===== src/rtl/transpose_collector_pkg.sv =====
// Shared constants and element type for the systolic transpose blocks.
package transpose_collector_pkg;

    localparam int DEFAULT_DEPTH = 8;
    localparam int DEFAULT_BITS  = 8;

    // One signed matrix element at the default width.
    typedef logic signed [DEFAULT_BITS-1:0] elem_t;

    // Width of a counter that must hold the values 0..depth inclusive.
    function automatic int cnt_width(input int depth);
        return $clog2(depth + 1);
    endfunction

endpackage


===== src/rtl/transpose_collector.sv =====
// Serial-to-parallel collector: gathers DEPTH signed elements into one word,
// with a one-word pending stage so input can keep flowing while q is held.
module transpose_collector
    import transpose_collector_pkg::*;
#(
    parameter int DEPTH = DEFAULT_DEPTH,
    parameter int BITS  = DEFAULT_BITS
) (
    input  logic                   clk,
    input  logic                   rst,
    input  logic                   flush,
    input  logic                   in_valid,
    output logic                   in_ready,
    input  logic signed [BITS-1:0] din,
    output logic                   out_valid,
    input  logic                   out_ready,
    output logic signed [BITS-1:0] q [DEPTH]
);

    localparam int CNT_W = cnt_width(DEPTH);
    localparam int IDX_W = $clog2(DEPTH);

    localparam logic [CNT_W-1:0] CNT_LAST = CNT_W'(DEPTH - 1);
    localparam logic [CNT_W-1:0] CNT_FULL = CNT_W'(DEPTH);

    logic [CNT_W-1:0]        cnt;
    logic signed [BITS-1:0]  asm_buf [DEPTH];

    logic accept;
    logic take;
    logic slot_free;

    // Handshake decode; flush overrides any element offered in the same cycle.
    assign accept    = in_valid && in_ready && !flush;
    assign take      = out_valid && out_ready;
    assign slot_free = !out_valid || out_ready;

    // Ready depends on registered state only, so out_ready never ripples back.
    assign in_ready = (cnt != CNT_FULL);

    // Counter, assembly buffer and output register advance together.
    always_ff @(posedge clk or posedge rst) begin
        if (rst) begin
            cnt       <= '0;
            out_valid <= 1'b0;
            // NOTE: the buffer and q are cleared on reset so no stale element
            // from before reset can ever be observed on q.
            for (int i = 0; i < DEPTH; i++) begin
                asm_buf[i] <= '0;
                q[i]       <= '0;
            end
        end else begin
            // NOTE: non-blocking assignments throughout, so the later branches
            // below may override this default without ordering hazards.
            if (take) begin
                out_valid <= 1'b0;
            end

            if (flush) begin
                cnt <= '0;
            end else if (cnt == CNT_FULL) begin
                // Pending word moves into q as soon as the consumer takes q.
                if (take) begin
                    for (int i = 0; i < DEPTH; i++) begin
                        q[i] <= asm_buf[i];
                    end
                    out_valid <= 1'b1;
                    cnt       <= '0;
                end
            end else if (accept) begin
                if (cnt != CNT_LAST) begin
                    asm_buf[cnt[IDX_W-1:0]] <= din;
                    cnt                     <= cnt + CNT_W'(1);
                end else if (slot_free) begin
                    // Last element bypasses the buffer straight into q.
                    for (int i = 0; i < DEPTH - 1; i++) begin
                        q[i] <= asm_buf[i];
                    end
                    q[DEPTH-1] <= din;
                    out_valid  <= 1'b1;
                    cnt        <= '0;
                end else begin
                    asm_buf[DEPTH-1] <= din;
                    cnt              <= CNT_FULL;
                end
            end
        end
    end

endmodule


===== config.mk =====
export PLATFORM = sky130hd
export DESIGN_NAME = transpose_collector
export DESIGN_NICKNAME = d
export VERILOG_FILES = /design/src/rtl/transpose_collector_pkg.sv /design/src/rtl/transpose_collector.sv
export SDC_FILE = /design/constraint.sdc
export NUM_CORES = 1
export LEC_CHECK = 0
export ABC_AREA = 0
export CAP_MARGIN = 20
export CORE_MARGIN = 2
export CORE_UTILIZATION = 40
export DETAILED_ROUTE_END_ITERATION = 7
export PLACE_DENSITY = 0.64
export SLEW_MARGIN = 20
export SYNTH_ARGS = -nofsm -noshare
export SYNTH_HDL_FRONTEND = slang
export SYNTH_SLANG_ARGS = --single-unit

===== constraint.sdc =====
create_clock -name clk -period 5.75 [get_ports clk]
set_input_delay 1.15 -clock clk [delete_from_list [all_inputs] [get_ports clk]]
set_output_delay 1.15 -clock clk [all_outputs]
set_load 0.01 [all_outputs]

After elaboration in Yosys (flattened, before gate mapping)
Cells that the tools add are included.
{"block": "word_totals", "inputBits": 13, "ff_bits": 133, "elab_cells": 68, "output_inout_bits": 66}
{"block": "classes", "n_bitwise": 3, "n_eq_ne": 7, "addsub": 1, "magnitude_cmp": 2, "reduce_logical": 14, "muxes": 23}
{"op": "2-to-1 mux 64 bit", "count": 5}
{"op": "bitwise mux 64 bit", "count": 1}
{"op": "demux 8 bit (select 3 bit)", "count": 1}
{"op": "2-to-1 mux 4 bit", "count": 6}
{"op": "2-to-1 mux 8 bit", "count": 3}
{"op": "AND reduction 4 bit", "count": 2}
{"op": "2-to-1 mux 1 bit", "count": 7}
{"op": "AND reduction 5 bit", "count": 1}
{"op": "adder 4 x 1 -> 4 bit, second input constant", "count": 1}
{"op": "equality test 4 bit, second input constant", "count": 1}
{"op": "greater-or-equal comparator 4 bit, second input constant", "count": 1}
{"op": "logical AND 1 bit", "count": 4}
{"op": "< comparator 4 x 1 -> 1 bit, second input constant", "count": 1}
{"op": "inequality test 2 bit, second input constant", "count": 2}
{"op": "inequality test 4 x 3 -> 1 bit, second input constant", "count": 1}
{"op": "inequality test 4 bit, second input constant", "count": 1}
{"op": "NOT 3 -> 4 bit", "count": 1}
{"op": "nonzero test 2 bit", "count": 2}
{"op": "inequality test 3 bit, second input constant", "count": 1}
{"op": "nonzero test 3 bit", "count": 1}
{"op": "logical NOT 1 bit", "count": 2}
{"op": "inequality test 2 x 1 -> 1 bit, second input constant", "count": 1}
{"op": "NOT 1 bit", "count": 2}
{"op": "AND reduction 2 bit", "count": 1}
{"op": "logical OR 1 bit", "count": 1}

Longest topological paths before layout
Gate-level depths: netlist of the first run.
{"block": "logic_depth", "word_depth": 7, "depth_mapped": 9, "ltp_nobuf": 6}

Least setup slack after synthesis of the first run
OpenSTA, ideal clock, no wires.
{"block": "synth_path", "path_type": "register to output", "from": "reg cnt[0]", "to": "out in_ready", "stages_incl_launch_ff": 6, "required_time_ns": 4.600, "n_path_buf": 2, "arrival_time_ns": 1.372, "path_slack_ns": 3.228, "path_cell_list": "dfrtp_1 -> buf_2 -> inv_1 -> ha_1 -> nand3b_1 -> buf_2"}
{"block": "synth_between", "elab_chain_cells": 1}
{"item": "from (decl)", "line_no": "transpose_collector.sv:26", "source": "logic [CNT_W-1:0] cnt;"}
{"item": "from (signal assigned)", "line_no": "transpose_collector.sv:73", "source": "cnt <= cnt + CNT_W'(1);"}
{"item": "inequality test 4 bit", "line_no": "transpose_collector.sv:39", "source": "assign in_ready = (cnt != CNT_FULL);"}
{"item": "to (decl)", "line_no": "transpose_collector.sv:13", "source": "output logic in_ready,"}
No other way between the ends.

Final worst setup path of the first run
Ends and elaborated chain as after synthesis.

==> results by group, run 1 <==
Outcome
  – Status: finished, final reports clean

Logic synthesis
  – Post-Synthesis Cell Area: 5336 um2
  – Register area share after synthesis: 0.6237
  – Synth cell types: 28
  – Yosys reg bits: 133
  – Post-Synthesis Cells: roughly 340
  – Avg Inst Size Synth: 15.74 um2
  – Yosys warns: 0
  – Syn nets: 354

Floorplanning
  – Die area: around 14,000 um2
  – Die H: 119.5 um
  – # IOs: roughly 80
  – Die Span X: 119.5 um
  – Core area: 13,140 um2
  – Initial core utilization: 0.4062
  – # rows: between 40 and 50

Route
  – Drt total wl: between 10,000 and 15,000 um
  – DR iter-0 viols: about 170
  – WL/cell: between 15 and 20 um
  – Vias/cell: 4.912
  – Remaining DRCs: 0
  – Drt first pass iters: 4
  – DR vias: approximately 3,000
  – ANT nets after route: 0

Layout
  – Share of layout cells above drive strength 1: 0.3624
  – Layout Utilization: 0.5190
  – Leading cell types in the layout, fill and taps excluded: 133 x dfrtp_1, 112 x mux2_2, 78 x clkdlybuf4s50_1, 17 x clkbuf_16, 13 x a21oi_1
  – # diodes: 0
  – Commonest non-fill, non-tap cell in the layout: dfrtp_1
  – Area Overhead vs Synth: 27.78%
  – FF+latch area: ~3300 um2
  – Final nets: between 400 and 500
  – Fillers: 1,113
  – Multi-input logic area: around 1900 um2

Hold path
  – Worst min path class: flip-flop to flip-flop

Setup path
  – Critical path type: flip-flop to output port
  – Family with the most delay on the worst path: buffers and inverters
  – WP data arrival: ~2.8 ns
  – CP startpoint kind: flip-flop
  – Worst-path maximum fanout: 15
  – Critical-path top delay cell: clkdlybuf4s50_1
  – Crit-path cells: inv_1, ha_1, nand3b_1, clkdlybuf4s50_1
  – CP endpoint kind: output port
  – CP peak stage delay: a little under 0.7 ns
  – Crit path required time: between 4 and 5 ns
  – Buf/Inv on CP: 2

GRT
  – Pin count of the biggest net entering global routing: between 70 and 80
  – Initial antenna violation count: 0
  – GR Overflow Total: 0
  – Gr usage total: 0.1626
  – Global-route wire length before repair: approximately 17,000 um
  – Vias in the first global route: between 3,000 and 4,000

Power and ir drop
  – Reg power frac: 0.470
  – Peak VDD IR: around 0.22 mV
  – PwrDens: around 320 nW/um2
  – Int Pwr: around 1.8 mW
  – Clock network power share: 0.472
  – Total Power Consumption: about 2.2 mW
  – Net Sw Frac: 0.2027
  – Static Leak: 3.292 nW
  – Combinational share of power: 0.058
  – Switching pwr: 446.6 uW

STA
  – Final Hold Violating Endpoints: 0
  – Worst Tran Pin Value: about 1.1 ns
  – Setup Skew: 0.006597 ns
  – Rel. slew slack: 0.2981
  – Final period util: 0.6848
  – F_max: between 0.2 and 0.3 GHz
  – Min Hold Slack: slightly below 0.5 ns
  – Setup tns final: 0 ns
  – Final setup fails: 0
  – Max Slew Vio Count: 0
  – Tmin final: about 3.9 ns
  – RSZ-0062 raised after global routing: false

Clock tree
  – CTS buffer count: 17
  – Hold_buf cts: 0
  – Clock Latency Late Sink: ~0.41 ns
  – Root buffer cell: clkbuf_16
  – Post-CTS setup buffer count: 0
  – CTS max path bufs: 2
  – Clk sinks: about 130
  – Clk pin slew, worst setup/hold paths: 0.05 ns
  – Post-CTS Resized: 0
  – H-tree depth: 4
  – TritonCTS clock tree: built

Placed design
  – Detail Placement HPWL: between 6000 and 7000 um
  – Gpl congestion: around 0.79
  – Port buffer count: roughly 80

Run
  – Max Cap Viol: 0
==> worst paths after layout <==
check / startpoint / endpoint / slack [ns] / cells after the start
max reg2reg: cnt[0] / asm_buf[2] / 2.99 / 5
min in group asynchronous: rst / asm_buf[13] / 1.24 / 2
max in group asynchronous: rst / asm_buf[27] / 3.45 / 3
min: asm_buf[46] / q[46] / 0.49 / 1
max: cnt[0] / in_ready / 1.81 / 4
min reg2reg: asm_buf[46] / q[46] / 0.49 / 1
==> power groups by stage <==
stage	logic, mW	clock network, mW	registers [mW]
floorplan	0.0973	0	1.04
global placement	0.127	0	1.05
detailed placement	0.131	0	1.05
CTS	0.132	1.07	1.03
global route	0.142	1.11	1.04
finish	0.128	1.04	1.03
==> registers in the layout, indices dropped and copies added, names as in the netlist <==
| name | cells |
|---|---|
| asm_buf | 64 |
| q | 64 |
| out_valid | 1 |
| cnt | 4 |
==> per-layer routing <==
metal / wire, um / GRT usage / up-vias / part of all wire
met2: 4901 / 0.2379 / 76 / 0.46
met5: 0 / 0 / - / 0
met4: 163 / 0.07279 / 0 / 0.015
li1: - / - / 1377 / -
met1: 5065 / 0.2218 / 1539 / 0.48
met3: 492 / 0.05276 / 14 / 0.046
==> stage by stage <==
step	cell area, um2	setup slack, ns	instances
final	6819	1.812	612
after global routing	6819	1.660	612
after CTS	6819	1.770	612
after detailed placement	6233	2.224	581
after global placement	6233	2.268	581
after floorplan	5336	1.046	339
==> cell usage after synthesis <==
cell type  count  area share
and2_4         1      0.0016
o21ai_0        2      0.0019
and3_4         1      0.0021
dfrtp_1      133        0.62
buf_4          1      0.0014
nand3b_1       2      0.0028
nand3_2        2      0.0038
nand2b_1       1      0.0012
nor2_1        10      0.0070
nand2_1        6      0.0042
nand3_1        4      0.0038
and4b_1        2      0.0038
nand4_2        1      0.0023
nor2b_1        1      0.0012
o32ai_1        1      0.0016
and2_1         1      0.0012
mux2_2       112        0.24
o211a_1        1      0.0019
mux2_4         8       0.023
a211o_1        1      0.0016
inv_1          5      0.0035
a21oi_1       13       0.012
buf_6          9       0.019
nand4_1        2      0.0023
ha_1           2      0.0047
buf_2          4      0.0038
nand4_4        2      0.0080
mux2i_1       11       0.021
==> cell families (layout without fill, tap and decap cells) <==
family | after synthesis | after routing | share of synthesized area
simple gates | 36 | 36 | 0.04525
mux | 131 | 131 | 0.2795
fa+ha+maj | 2 | 2 | 0.004689
flops | 133 | 133 | 0.6237
compound gates | 18 | 18 | 0.01923
buf+inv | 19 | 116 | 0.02767
==> area by class of cell <==
cell class,count,area share
Inverter,5,0.003119
Timing Repair Buffer,80,0.1167
Clock inverter,2,0.005138
Tap cell,176,0.03229
Multi-Input combinational cell,187,0.2739
Clock buffer,29,0.08073
Sequential cell,133,0.4881
No activity file was read; power rests on OpenSTA's default activity.
==> run 2, diff against run 1 <==
==> constraint.sdc (replaced) <==
create_clock -name clk -period 4 [get_ports clk]
set_input_delay 0.8 -clock clk [delete_from_list [all_inputs] [get_ports clk]]
set_output_delay 0.8 -clock clk [all_outputs]
set_load 0.01 [all_outputs]
==> run 2 against run 1 <==
Effect of this change:
- cell count grew 0.82%
- total power increased by 40%
- first-iteration DRC count fell by 24%
- cell area grew 0.24%
- flip-flop and latch count unchanged
- worst hold slack better by 0.0019 ns
- clock skew down 0.0025 ns
- critical path depth unchanged
- critical endpoint unchanged
- largest power group is now registers
==> results by group, run 2 (same netlist as run 1, synthesis figures left out) <==
Clock tree
  – Post-CTS setup buffer count: 0
  – CTS buffer count: 17
  – Post-CTS Resized: 0
  – Clk sinks: ~130
  – Clk pin slew, worst setup/hold paths: around 0.050 ns
  – Root buffer cell: clkbuf_16
  – H-tree depth: 4
  – TritonCTS clock tree: built
  – CTS max path bufs: 2
  – Hold_buf cts: 0
  – Clock Latency Late Sink: around 0.40 ns

Layout
  – Final nets: 443
  – Layout Utilization: 0.5203
  – Area Overhead vs Synth: 28.09%
  – Commonest non-fill, non-tap cell in the layout: dfrtp_1
  – Final std cells w/o fill: 617
  – Leading cell types in the layout, fill and taps excluded: 133 x dfrtp_1, 112 x mux2_2, 78 x clkdlybuf4s50_1, 17 x clkbuf_16, 13 x a21oi_1
  – Regs by FF count: asm_buf x64, q x64, cnt x4
  – Share of layout cells above drive strength 1: 0.3651
  – # diodes: 0

Placed design
  – Detail Placement HPWL: between 7000 and 8000 um
  – Gpl congestion: roughly 0.86
  – Placed Cells: between 500 and 600
  – Port buffer count: between 70 and 80

Setup path
  – CP endpoint kind: output port
  – WP data arrival: around 2.1 ns
  – Worst-path maximum fanout: 9
  – CP startpoint kind: flip-flop
  – Crit path required time: approximately 3.2 ns
  – CP peak stage delay: roughly 0.56 ns
  – Crit-path cells: inv_1, ha_1, nand3b_1, clkdlybuf4s50_1
  – Critical-path top delay cell: dfrtp_1
  – Critical path type: flip-flop to output port

Power and ir drop
  – Reg power frac: 0.483
  – Total Power Consumption: between 3 and 4 mW
  – PwrDens: 450.7 nW/um2
  – Net Sw Frac: 0.2102
  – Int Pwr: 2.433 mW
  – Clock network power share: 0.456
  – Static Leak: between 3 and 4 nW
  – Peak VDD IR: roughly 0.30 mV
  – Combinational share of power: 0.061
  – Switching pwr: between 600 and 700 uW

GRT
  – Global-route wire length before repair: around 18,000 um
  – Met2 Resource Use GR: 0.2464
  – Met3 global-route usage: 0.04990
  – Pin count of the biggest net entering global routing: 48
  – Layer carrying the most global-route usage: met2
  – Met1 Use GR: 0.2280
  – GR Overflow Total: 0
  – Initial antenna violation count: 0
  – Vias in the first global route: 3,170
  – Gr usage total: 0.1631

STA
  – Worst Tran Pin Value: 0.6677 ns
  – Final period util: 0.7305
  – Setup Skew: approximately 0.0041 ns
  – F_max: about 0.34 GHz
  – Final Hold Violating Endpoints: 0
  – RSZ-0062 raised after global routing: false
  – Setup tns final: 0 ns
  – Tmin final: a little under 3 ns
  – Min Hold Slack: just under 0.5 ns
  – Max Slew Vio Count: 0
  – Final setup fails: 0
  – Rel. slew slack: 0.5539

Floorplanning
  – Initial core utilization: 0.4062
  – Core area: about 13,000 um2
  – Die Span X: about 120 um
  – Die area: between 10,000 and 15,000 um2
  – Die H: about 120 um
  – # IOs: a little under 80
  – # rows: 42

Route
  – Vias/cell: 4.896
  – DR iter-0 viols: around 130
  – WL/cell: between 15 and 20 um
  – Drt total wl: about 11,000 um
  – DR vias: 3,021
  – Drt first pass iters: 4
  – Remaining DRCs: 0
  – ANT nets after route: 0

Outcome
  – Status: finished, final reports clean

Hold path
  – Worst min path class: flip-flop to flip-flop

Run
  – Max Cap Viol: 0
[run 2: cell count changes in the layout (fill, tap and decap cells not counted), sizes merged]
cell and change:
buf +4, clkinv +2, bufinv -1, clkinvlp +1
inv -1
[run 2: worst max-delay path: cells and delay by family (launching register included)]
family                   cells  cell delay [ns]
adder cells (fa/ha/maj)      1             0.29
buffers and inverters        2             0.75
AND/OR/NAND/NOR              1             0.12
flip-flops                   1             0.56
[run 2: through the flow]
stage,area [um2],setup slack [ns]
2_1_floorplan,5340,1.549
3_3_place_gp,6290,1.174
3_5_place_dp,6290,1.134
4_1_cts,6835,1.067
5_1_grt,6835,0.9849
6_report,6835,1.078
[run 2: layer usage]
metal | up-vias | share of wire
met3 | 6 | 0.051
li1 | 1384 | -
met5 | - | 0
met2 | 79 | 0.46
met4 | 0 | 0.0085
met1 | 1552 | 0.48
[run 2: area by class of cell]
class | count | area, um2
Fill cell | 1124 | 6302
Timing Repair Buffer | 84 | 850.8
Multi-Input combinational cell | 187 | 1868
Inverter | 5 | 22.52
Sequential cell | 133 | 3328
Clock inverter | 3 | 15.01
Clock buffer | 29 | 530.5
Tap cell | 176 | 220.2
[run 2: worst paths after layout]
check	from	to	slack [ns]	depth (start not counted)
min reg2reg	asm_buf[38]	q[38]	0.50	1
max in group asynchronous	rst	asm_buf[24]	2.43	3
min	asm_buf[38]	q[38]	0.50	1
max reg2reg	cnt[0]	q[49]	1.55	6
max	cnt[0]	in_ready	1.08	4
min in group asynchronous	rst	q[38]	0.85	2
[run 2: power by group through the flow]
stage                     clock [mW]  combinational [mW]  sequential, mW
after floorplan                    0               0.140            1.49
after global placement             0               0.184            1.50
after detailed placement           0               0.191            1.51
after CTS                       1.43               0.192            1.49
after global routing            1.49               0.209            1.50
final                           1.41               0.187            1.49
